## src/rtl/axis_noc_inject_mux_if.sv

```systemverilog
// Bundle of the per-channel AXI-Stream sources and the router injection port
// (flit/dest/tail/send/credit plus status) of axis_noc_inject_mux.
interface axis_noc_inject_mux_if #(
    parameter int unsigned NUM_CHANNELS      = 4,
    parameter int unsigned TDATA_WIDTH       = 128,
    parameter int unsigned TID_WIDTH         = 2,
    parameter int unsigned TDEST_WIDTH       = 4,
    parameter int unsigned DEST_WIDTH        = TDEST_WIDTH + TID_WIDTH,
    parameter int unsigned FLIT_BUFFER_DEPTH = 4,
    parameter int unsigned CW                = $clog2(FLIT_BUFFER_DEPTH + 1),
    parameter int unsigned GW                = $clog2(NUM_CHANNELS)
);
    logic [NUM_CHANNELS-1:0]             s_axis_tvalid;
    logic [NUM_CHANNELS-1:0]             s_axis_tready;
    logic [NUM_CHANNELS*TDATA_WIDTH-1:0] s_axis_tdata;
    logic [NUM_CHANNELS-1:0]             s_axis_tlast;
    logic [NUM_CHANNELS*TID_WIDTH-1:0]   s_axis_tid;
    logic [NUM_CHANNELS*TDEST_WIDTH-1:0] s_axis_tdest;

    logic [TDATA_WIDTH-1:0] data_out;
    logic [DEST_WIDTH-1:0]  dest_out;
    logic                   is_tail_out;
    logic                   send_out;
    logic                   credit_in;
    logic [CW-1:0]          credit_count;
    logic [GW-1:0]          grant_chan;
    logic                   credit_err;

    // Mux side: receives the AXIS sources, drives the router port.
    modport slave (
        input  s_axis_tvalid, s_axis_tdata, s_axis_tlast, s_axis_tid, s_axis_tdest, credit_in,
        output s_axis_tready, data_out, dest_out, is_tail_out, send_out, credit_count,
               grant_chan, credit_err
    );

    // Source / router side.
    modport master (
        output s_axis_tvalid, s_axis_tdata, s_axis_tlast, s_axis_tid, s_axis_tdest, credit_in,
        input  s_axis_tready, data_out, dest_out, is_tail_out, send_out, credit_count,
               grant_chan, credit_err
    );
endinterface

```

## src/rtl/axis_noc_inject_mux.sv

```systemverilog
// NoC injection front end: packet-atomic round-robin merge of N AXIS sources onto one
// router injection port, with sender-side credit flow control.
module axis_noc_inject_mux #(
    parameter int unsigned NUM_CHANNELS      = 4,
    parameter int unsigned TDATA_WIDTH       = 128,
    parameter int unsigned TID_WIDTH         = 2,
    parameter int unsigned TDEST_WIDTH       = 4,
    parameter int unsigned DEST_WIDTH        = TDEST_WIDTH + TID_WIDTH,
    parameter int unsigned FLIT_BUFFER_DEPTH = 4
) (
    input  logic                 clk_noc,
    input  logic                 rst_n,
    axis_noc_inject_mux_if.slave bus
);
    localparam int unsigned   CW        = $clog2(FLIT_BUFFER_DEPTH + 1);
    localparam int unsigned   GW        = $clog2(NUM_CHANNELS);
    localparam logic [CW-1:0] CreditMax = CW'(FLIT_BUFFER_DEPTH);
    localparam logic [GW-1:0] RrInit    = GW'(NUM_CHANNELS - 1);

    typedef enum logic [0:0] {StIdle, StLocked} state_e;

    state_e                 state_q, state_d;
    logic [GW-1:0]          lock_q, lock_d;
    logic [GW-1:0]          rr_q, rr_d;
    logic [GW-1:0]          grant_q, grant_d;
    logic [CW-1:0]          credit_q, credit_d;
    logic                   err_q, err_d;
    logic                   send_q, send_d;
    logic                   tail_q, tail_d;
    logic [TDATA_WIDTH-1:0] data_q, data_d;
    logic [DEST_WIDTH-1:0]  dest_q, dest_d;

    logic [TDATA_WIDTH-1:0] tdata_arr [NUM_CHANNELS];
    logic [TID_WIDTH-1:0]   tid_arr   [NUM_CHANNELS];
    logic [TDEST_WIDTH-1:0] tdest_arr [NUM_CHANNELS];

    for (genvar c = 0; c < NUM_CHANNELS; c++) begin : g_unpack
        assign tdata_arr[c] = bus.s_axis_tdata[c*TDATA_WIDTH +: TDATA_WIDTH];
        assign tid_arr[c]   = bus.s_axis_tid[c*TID_WIDTH +: TID_WIDTH];
        assign tdest_arr[c] = bus.s_axis_tdest[c*TDEST_WIDTH +: TDEST_WIDTH];
    end

    logic                    can_send;
    logic                    win_found;
    logic [GW-1:0]           win_chan;
    logic [GW-1:0]           cand;
    logic [GW-1:0]           sel_chan;
    logic [NUM_CHANNELS-1:0] ready;
    logic                    hs;

    // A credit arriving this cycle only becomes usable next cycle.
    assign can_send = (credit_q != '0);

    // Round-robin search starting just above the last packet's channel.
    always_comb begin
        win_found = 1'b0;
        win_chan  = '0;
        cand      = '0;
        for (int unsigned i = 1; i <= NUM_CHANNELS; i++) begin
            cand = GW'((32'(rr_q) + i) % NUM_CHANNELS);
            if (!win_found && bus.s_axis_tvalid[cand]) begin
                win_found = 1'b1;
                win_chan  = cand;
            end
        end
    end

    assign sel_chan = (state_q == StLocked) ? lock_q : win_chan;

    // Gated by rst_n so no source sees ready while reset is held.
    always_comb begin
        ready = '0;
        if (rst_n && (state_q == StLocked || win_found)) begin
            ready[sel_chan] = can_send;
        end
    end

    assign hs = ready[sel_chan] & bus.s_axis_tvalid[sel_chan];

    always_comb begin
        state_d  = state_q;
        lock_d   = lock_q;
        rr_d     = rr_q;
        grant_d  = grant_q;
        credit_d = credit_q;
        err_d    = err_q;
        send_d   = 1'b0;
        tail_d   = tail_q;
        data_d   = data_q;
        dest_d   = dest_q;

        if (hs) begin
            send_d  = 1'b1;
            data_d  = tdata_arr[sel_chan];
            dest_d  = {tid_arr[sel_chan], tdest_arr[sel_chan]};
            tail_d  = bus.s_axis_tlast[sel_chan];
            grant_d = sel_chan;
            case (state_q)
                StIdle: begin
                    if (bus.s_axis_tlast[sel_chan]) begin
                        rr_d = sel_chan;
                    end else begin
                        state_d = StLocked;
                        lock_d  = sel_chan;
                    end
                end
                StLocked: begin
                    if (bus.s_axis_tlast[sel_chan]) begin
                        state_d = StIdle;
                        rr_d    = sel_chan;
                    end
                end
                default: state_d = StIdle;
            endcase
        end

        // Simultaneous send and credit return cancel out.
        case ({hs, bus.credit_in})
            2'b10: credit_d = credit_q - CW'(1);
            2'b01: begin
                if (credit_q == CreditMax) begin
                    err_d = 1'b1;
                end else begin
                    credit_d = credit_q + CW'(1);
                end
            end
            default: credit_d = credit_q;
        endcase
    end

    always_ff @(posedge clk_noc or negedge rst_n) begin
        if (!rst_n) begin
            state_q  <= StIdle;
            lock_q   <= '0;
            rr_q     <= RrInit;
            grant_q  <= '0;
            credit_q <= CreditMax;
            err_q    <= 1'b0;
            send_q   <= 1'b0;
            tail_q   <= 1'b0;
            data_q   <= '0;
            dest_q   <= '0;
        end else begin
            state_q  <= state_d;
            lock_q   <= lock_d;
            rr_q     <= rr_d;
            grant_q  <= grant_d;
            credit_q <= credit_d;
            err_q    <= err_d;
            send_q   <= send_d;
            tail_q   <= tail_d;
            data_q   <= data_d;
            dest_q   <= dest_d;
        end
    end

    assign bus.s_axis_tready = ready;
    assign bus.data_out      = data_q;
    assign bus.dest_out      = dest_q;
    assign bus.is_tail_out   = tail_q;
    assign bus.send_out      = send_q;
    assign bus.credit_count  = credit_q;
    assign bus.grant_chan    = grant_q;
    assign bus.credit_err    = err_q;
endmodule

```

## src/flat_wrapper.sv

```systemverilog
// flat-port wrapper written by rule: the top's interface ports become plain ports
module axis_noc_inject_mux_flat 
#(
    parameter int unsigned NUM_CHANNELS      = 4,
    parameter int unsigned TDATA_WIDTH       = 128,
    parameter int unsigned TID_WIDTH         = 2,
    parameter int unsigned TDEST_WIDTH       = 4,
    parameter int unsigned DEST_WIDTH        = TDEST_WIDTH + TID_WIDTH,
    parameter int unsigned FLIT_BUFFER_DEPTH = 4
)
  (clk_noc, rst_n, bus_s_axis_tvalid, bus_s_axis_tdata, bus_s_axis_tlast, bus_s_axis_tid, bus_s_axis_tdest, bus_credit_in, bus_s_axis_tready, bus_data_out, bus_dest_out, bus_is_tail_out, bus_send_out, bus_credit_count, bus_grant_chan, bus_credit_err);
  axis_noc_inject_mux_if #(.NUM_CHANNELS(NUM_CHANNELS), .TDATA_WIDTH(TDATA_WIDTH), .TID_WIDTH(TID_WIDTH), .TDEST_WIDTH(TDEST_WIDTH), .DEST_WIDTH(DEST_WIDTH), .FLIT_BUFFER_DEPTH(FLIT_BUFFER_DEPTH)) bus_i ();
  input  logic clk_noc;
  input  logic rst_n;
  input wire logic [$bits(bus_i.s_axis_tvalid)-1:0] bus_s_axis_tvalid;
  input wire logic [$bits(bus_i.s_axis_tdata)-1:0] bus_s_axis_tdata;
  input wire logic [$bits(bus_i.s_axis_tlast)-1:0] bus_s_axis_tlast;
  input wire logic [$bits(bus_i.s_axis_tid)-1:0] bus_s_axis_tid;
  input wire logic [$bits(bus_i.s_axis_tdest)-1:0] bus_s_axis_tdest;
  input wire logic [$bits(bus_i.credit_in)-1:0] bus_credit_in;
  output wire logic [$bits(bus_i.s_axis_tready)-1:0] bus_s_axis_tready;
  output wire logic [$bits(bus_i.data_out)-1:0] bus_data_out;
  output wire logic [$bits(bus_i.dest_out)-1:0] bus_dest_out;
  output wire logic [$bits(bus_i.is_tail_out)-1:0] bus_is_tail_out;
  output wire logic [$bits(bus_i.send_out)-1:0] bus_send_out;
  output wire logic [$bits(bus_i.credit_count)-1:0] bus_credit_count;
  output wire logic [$bits(bus_i.grant_chan)-1:0] bus_grant_chan;
  output wire logic [$bits(bus_i.credit_err)-1:0] bus_credit_err;
  assign bus_i.s_axis_tvalid = bus_s_axis_tvalid;
  assign bus_i.s_axis_tdata = bus_s_axis_tdata;
  assign bus_i.s_axis_tlast = bus_s_axis_tlast;
  assign bus_i.s_axis_tid = bus_s_axis_tid;
  assign bus_i.s_axis_tdest = bus_s_axis_tdest;
  assign bus_i.credit_in = bus_credit_in;
  assign bus_s_axis_tready = bus_i.s_axis_tready;
  assign bus_data_out = bus_i.data_out;
  assign bus_dest_out = bus_i.dest_out;
  assign bus_is_tail_out = bus_i.is_tail_out;
  assign bus_send_out = bus_i.send_out;
  assign bus_credit_count = bus_i.credit_count;
  assign bus_grant_chan = bus_i.grant_chan;
  assign bus_credit_err = bus_i.credit_err;
  axis_noc_inject_mux #(.NUM_CHANNELS(NUM_CHANNELS), .TDATA_WIDTH(TDATA_WIDTH), .TID_WIDTH(TID_WIDTH), .TDEST_WIDTH(TDEST_WIDTH), .DEST_WIDTH(DEST_WIDTH), .FLIT_BUFFER_DEPTH(FLIT_BUFFER_DEPTH)) u_core (.clk_noc(clk_noc), .rst_n(rst_n), .bus(bus_i));
endmodule
```

## config.mk

```make
export PLATFORM = sky130hd
export DESIGN_NAME = axis_noc_inject_mux_flat
export DESIGN_NICKNAME = d
export VERILOG_FILES = /design/src/rtl/axis_noc_inject_mux_if.sv /design/src/rtl/axis_noc_inject_mux.sv /design/src/flat_wrapper.sv
export SDC_FILE = /design/constraint.sdc
export NUM_CORES = 1
export LEC_CHECK = 0
export BUFFER_PORTS_ARGS = -buffer_cell sky130_fd_sc_hd__buf_2
export CAP_MARGIN = 20
export CELL_PAD_IN_SITES_DETAIL_PLACEMENT = 1
export CELL_PAD_IN_SITES_GLOBAL_PLACEMENT = 1
export CORE_AREA = 2 2 271 273
export CTS_CLUSTER_SIZE = 30
export DETAILED_ROUTE_END_ITERATION = 10
export DIE_AREA = 0 0 273 275
export GPL_TIMING_DRIVEN = 0
export PLACE_DENSITY_LB_ADDON = 0.1
export SLEW_MARGIN = 20
export SYNTH_ARGS = -nofsm -noshare
export SYNTH_HDL_FRONTEND = slang
export SYNTH_SLANG_ARGS = --single-unit
export TNS_END_PERCENT = 10
```

## constraint.sdc

```tcl
create_clock -name clk_noc -period 4 [get_ports clk_noc]
set_input_delay 0.4 -clock clk_noc [delete_from_list [all_inputs] [get_ports clk_noc]]
set_output_delay 0.4 -clock clk_noc [all_outputs]
set_load 0.005 [all_outputs]
```

==> results.cfg <==
[route]
drc = 0
drt-initial-drc-count = 355
totalWireLength_um = 62600
viasPerCell = 4.12
drt-wirelength-per-cell_um = 23.2
drtAntennaViolNets = 0
vias = 11100
first_pass_iters = 4

[floorplanning]
die_width_um = 273
fp.dieArea_um2 = 75100
initial_utilization_pct = 13.7
die_h_um = 275
placement_rows = 99
pin_count = 693
core_um2 = 72300

[synth]
synth_compound_area_share_pct = 32.9
syn_avg_cell_area_um2 = 9.80
synth-adder-area-share_pct = 0.201
yosys.area_share.simple_pct = 10.3
synthArstFlopShare_pct = 100
syn_inst = 1014
synth_mux_area_share_pct = 14.5
ys_warn_count = 0
synth_cell_types = 45
ys_ff_latch = 147
synth_edf_count = 0
synth_nets = 1562
synth_flop_cell = dfrtp_1
seq_area_frac_synth_pct = 37.0
synth_top_family_by_area = compound AO/OA/AOI/OAI gates
synth_xor_area_share_pct = 0.0881
syn-cell-area_um2 = 9940

[timing]
hold_viol_final = 0
fin_tns_setup_ps = 0
slew_headroom_pct = 43.7
finalCritPeriodShare_pct = 95.0
skew_ps = 13.6
max_freq_mhz = 263
slew_violations = 0
grt_setup_unrepaired = true
worst_slew_pin_slew_ps = 839
hold_slack_ps = 389
setup_ws_ps = 202
min_period_ps = 3800
setup_violations = 0

[power]
power_uw = 12200
p_leak_uw = 0.00811
p_comb_share_pct = 64.5
p_int_uw = 6100
clkPwrFrac_pct = 13.4
swShare_pct = 50.0
vdd_drop_max_uv = 236
p_switching_uw = 6120
pwr-share-seq_pct = 22.0
power.density_nw_per_um2 = 800

[global_route]
grt_pass1_vias = 12400
grt_pass1_wl_um = 88000
grt_usage_pct = 16.3
grt_antenna_before_repair = 9
gr-total-overflow = 0
grt_max_degree = 76

[setup_path]
path_cells = buf_2 -> o21ai_0 -> a21boi_1 -> o41a_1 -> buf_6 -> buf_2 -> clkbuf_1 -> nor2b_1 -> a211oi_1 -> a211oi_1 -> a21o_1
critPathMaxFanout = 10
start_kind = flop
crit_type = reg2reg
end_kind = flop
max_stage_delay_ps = 730
worstPathRequired_ps = 4360
critPathArrivalTime_ps = 4160
critPathSlowestCell = a211oi_1

[clock_network]
cts_tree = built
clock_path_buffers = 2
clock_latency_ps = 480
cts_max_level = 4
cts.sinks = 147
root_buffer = clkbuf_16
path_clk_slew_ps = 70
numCtsBuffers = 17

[cells_and_area]
syn_to_final_growth_pct = 53.6
stdcell_area_um2 = 15300
drive_gt1_share_pct = 44.5
fill_cells = 8718
nets = 2272

[place]
place_ws_ps = -376
hpwl_um = 51500
place_congestion = 0.823
place.port_buffers = 689
dpl_cell_area_um2 = 14600

[worst_hold_path]
hp-class = in2reg

[flow_run]
maxCapViolations = 0

[outcome]
status = finished clean
## Yosys cell counts (all sizes together), types with 2 or more instances
| cell | number | area share [%] |
|---|---|---|
| nor2 | 8 | 0.30 |
| a21boi | 2 | 0.15 |
| o31a | 2 | 0.18 |
| o21ai | 6 | 0.30 |
| a21oi | 6 | 0.30 |
| buf | 44 | 2.2 |
| clkbuf | 67 | 2.5 |
| inv | 6 | 0.23 |
| nor2b | 136 | 8.6 |
| dfstp | 3 | 0.79 |
| and2 | 2 | 0.13 |
| mux2 | 3 | 0.34 |
| o2bb2ai | 2 | 0.18 |
| nand2 | 9 | 0.34 |
| o31ai | 4 | 0.44 |
| nor3b | 2 | 0.15 |
| nand2b | 5 | 0.31 |
| a21o | 134 | 10 |
| dfrtp | 144 | 36 |
| mux2i | 141 | 14 |
| a211oi | 269 | 20 |
## layer usage
metal / share of wire, % / up-vias / GRT usage, %
met1: 41 / 5509 / 19.4
met3: 4.2 / 52 / 3.55
met5: 0.043 / - / 0
met2: 52 / 290 / 29.4
li1: - / 5287 / -
met4: 1.9 / 4 / 4.59
## cell type report
| cell class | instances | area, um2 | share of cell area, % |
|---|---|---|---|
| well taps | 959 | 1200 | 7.86 |
| flip-flops and latches | 147 | 3680 | 24.1 |
| clock inverters | 12 | 120 | 0.787 |
| diodes | 7 | 17.5 | 0.115 |
| inverters | 6 | 22.5 | 0.148 |
| multi-input cells | 750 | 5770 | 37.8 |
| clock buffers | 20 | 457 | 2.99 |
| plain buffers | 110 | 493 | 3.23 |
| repair buffers | 692 | 3500 | 22.9 |
## path summary, 6_finish.rpt
check | startpoint | end | slack, ps | depth (start not counted)
min | bus_credit_in | u_core.bus.credit_count[2] | 390 | 3
max in group asynchronous | rst_n | u_core.bus.data_out[93] | 2680 | 3
min in group asynchronous | rst_n | u_core.bus.data_out[31] | 480 | 2
max | u_core.rr_q[0] | u_core.bus.data_out[121] | 200 | 11
min reg2reg | u_core.bus.credit_err | u_core.bus.credit_err | 470 | 1
max reg2reg | u_core.rr_q[0] | u_core.bus.data_out[121] | 200 | 11
## worst max-delay path: cells and delay by family (launching register included)
kind,cells,cell delay (ps)
compound gates,6,1640
buf+inv,4,1430
flops,1,510
simple gates,1,100
## timing repair
action | 4_1_cts | 5_1_grt
setup buffers | 1 | 0
endpoints found under the hold margin | 69 | 0
gates resized for setup | 8 | 4
pin swaps | 1 | 0
setup endpoints to repair | 92 | 25
hold buffers | 1 | 0
## sequential cells by signal, summed over array words and instances, names as in the netlist
name,cells
u_core.rr_q,2
u_core.bus.send_out,1
u_core.bus.is_tail_out,1
u_core.bus.dest_out,6
u_core.lock_q,2
u_core.bus.credit_err,1
u_core.bus.credit_count,3
u_core.bus.grant_chan,2
u_core.state_q,1
u_core.bus.data_out,128
## layout by cell type, fill, tap and decap left out, drive strengths merged, types with 3 or more instances in the layout
cell type,count
nor2,8
diode,7
dfrtp,144
clkbuf,87
nand2b,5
mux2i,141
buf,734
a21oi,6
a21o,134
mux2,3
inv,10
a211oi,269
nand2,9
o21ai,6
clkinvlp,5
dfstp,3
o31ai,4
nor2b,136
## cells by family (layout without fill, tap and decap cells)
group	Yosys count	in the layout
buf+inv	117	840
compound gates	435	435
xor+xnor	1	1
mux	144	144
simple gates	169	169
flops	147	147
other cells	0	7
fa+ha+maj	1	1
## power by group through the flow
stage	combinational (uW)	sequential, uW	clock (uW)
finish	7880	2690	1640
floorplan	4440	2720	0
detailed placement	8140	2720	0
global route	8770	2790	1780
CTS	8190	2700	1740
global placement	8110	2700	0
## stage by stage
step,utilization (%),cells
floorplan,-,1014
global placement,20.2,2662
detailed placement,20.2,2663
CTS,21.1,2697
global route,21.1,2701
finish,21.1,2703
No activity file was read; power rests on OpenSTA's default activity.
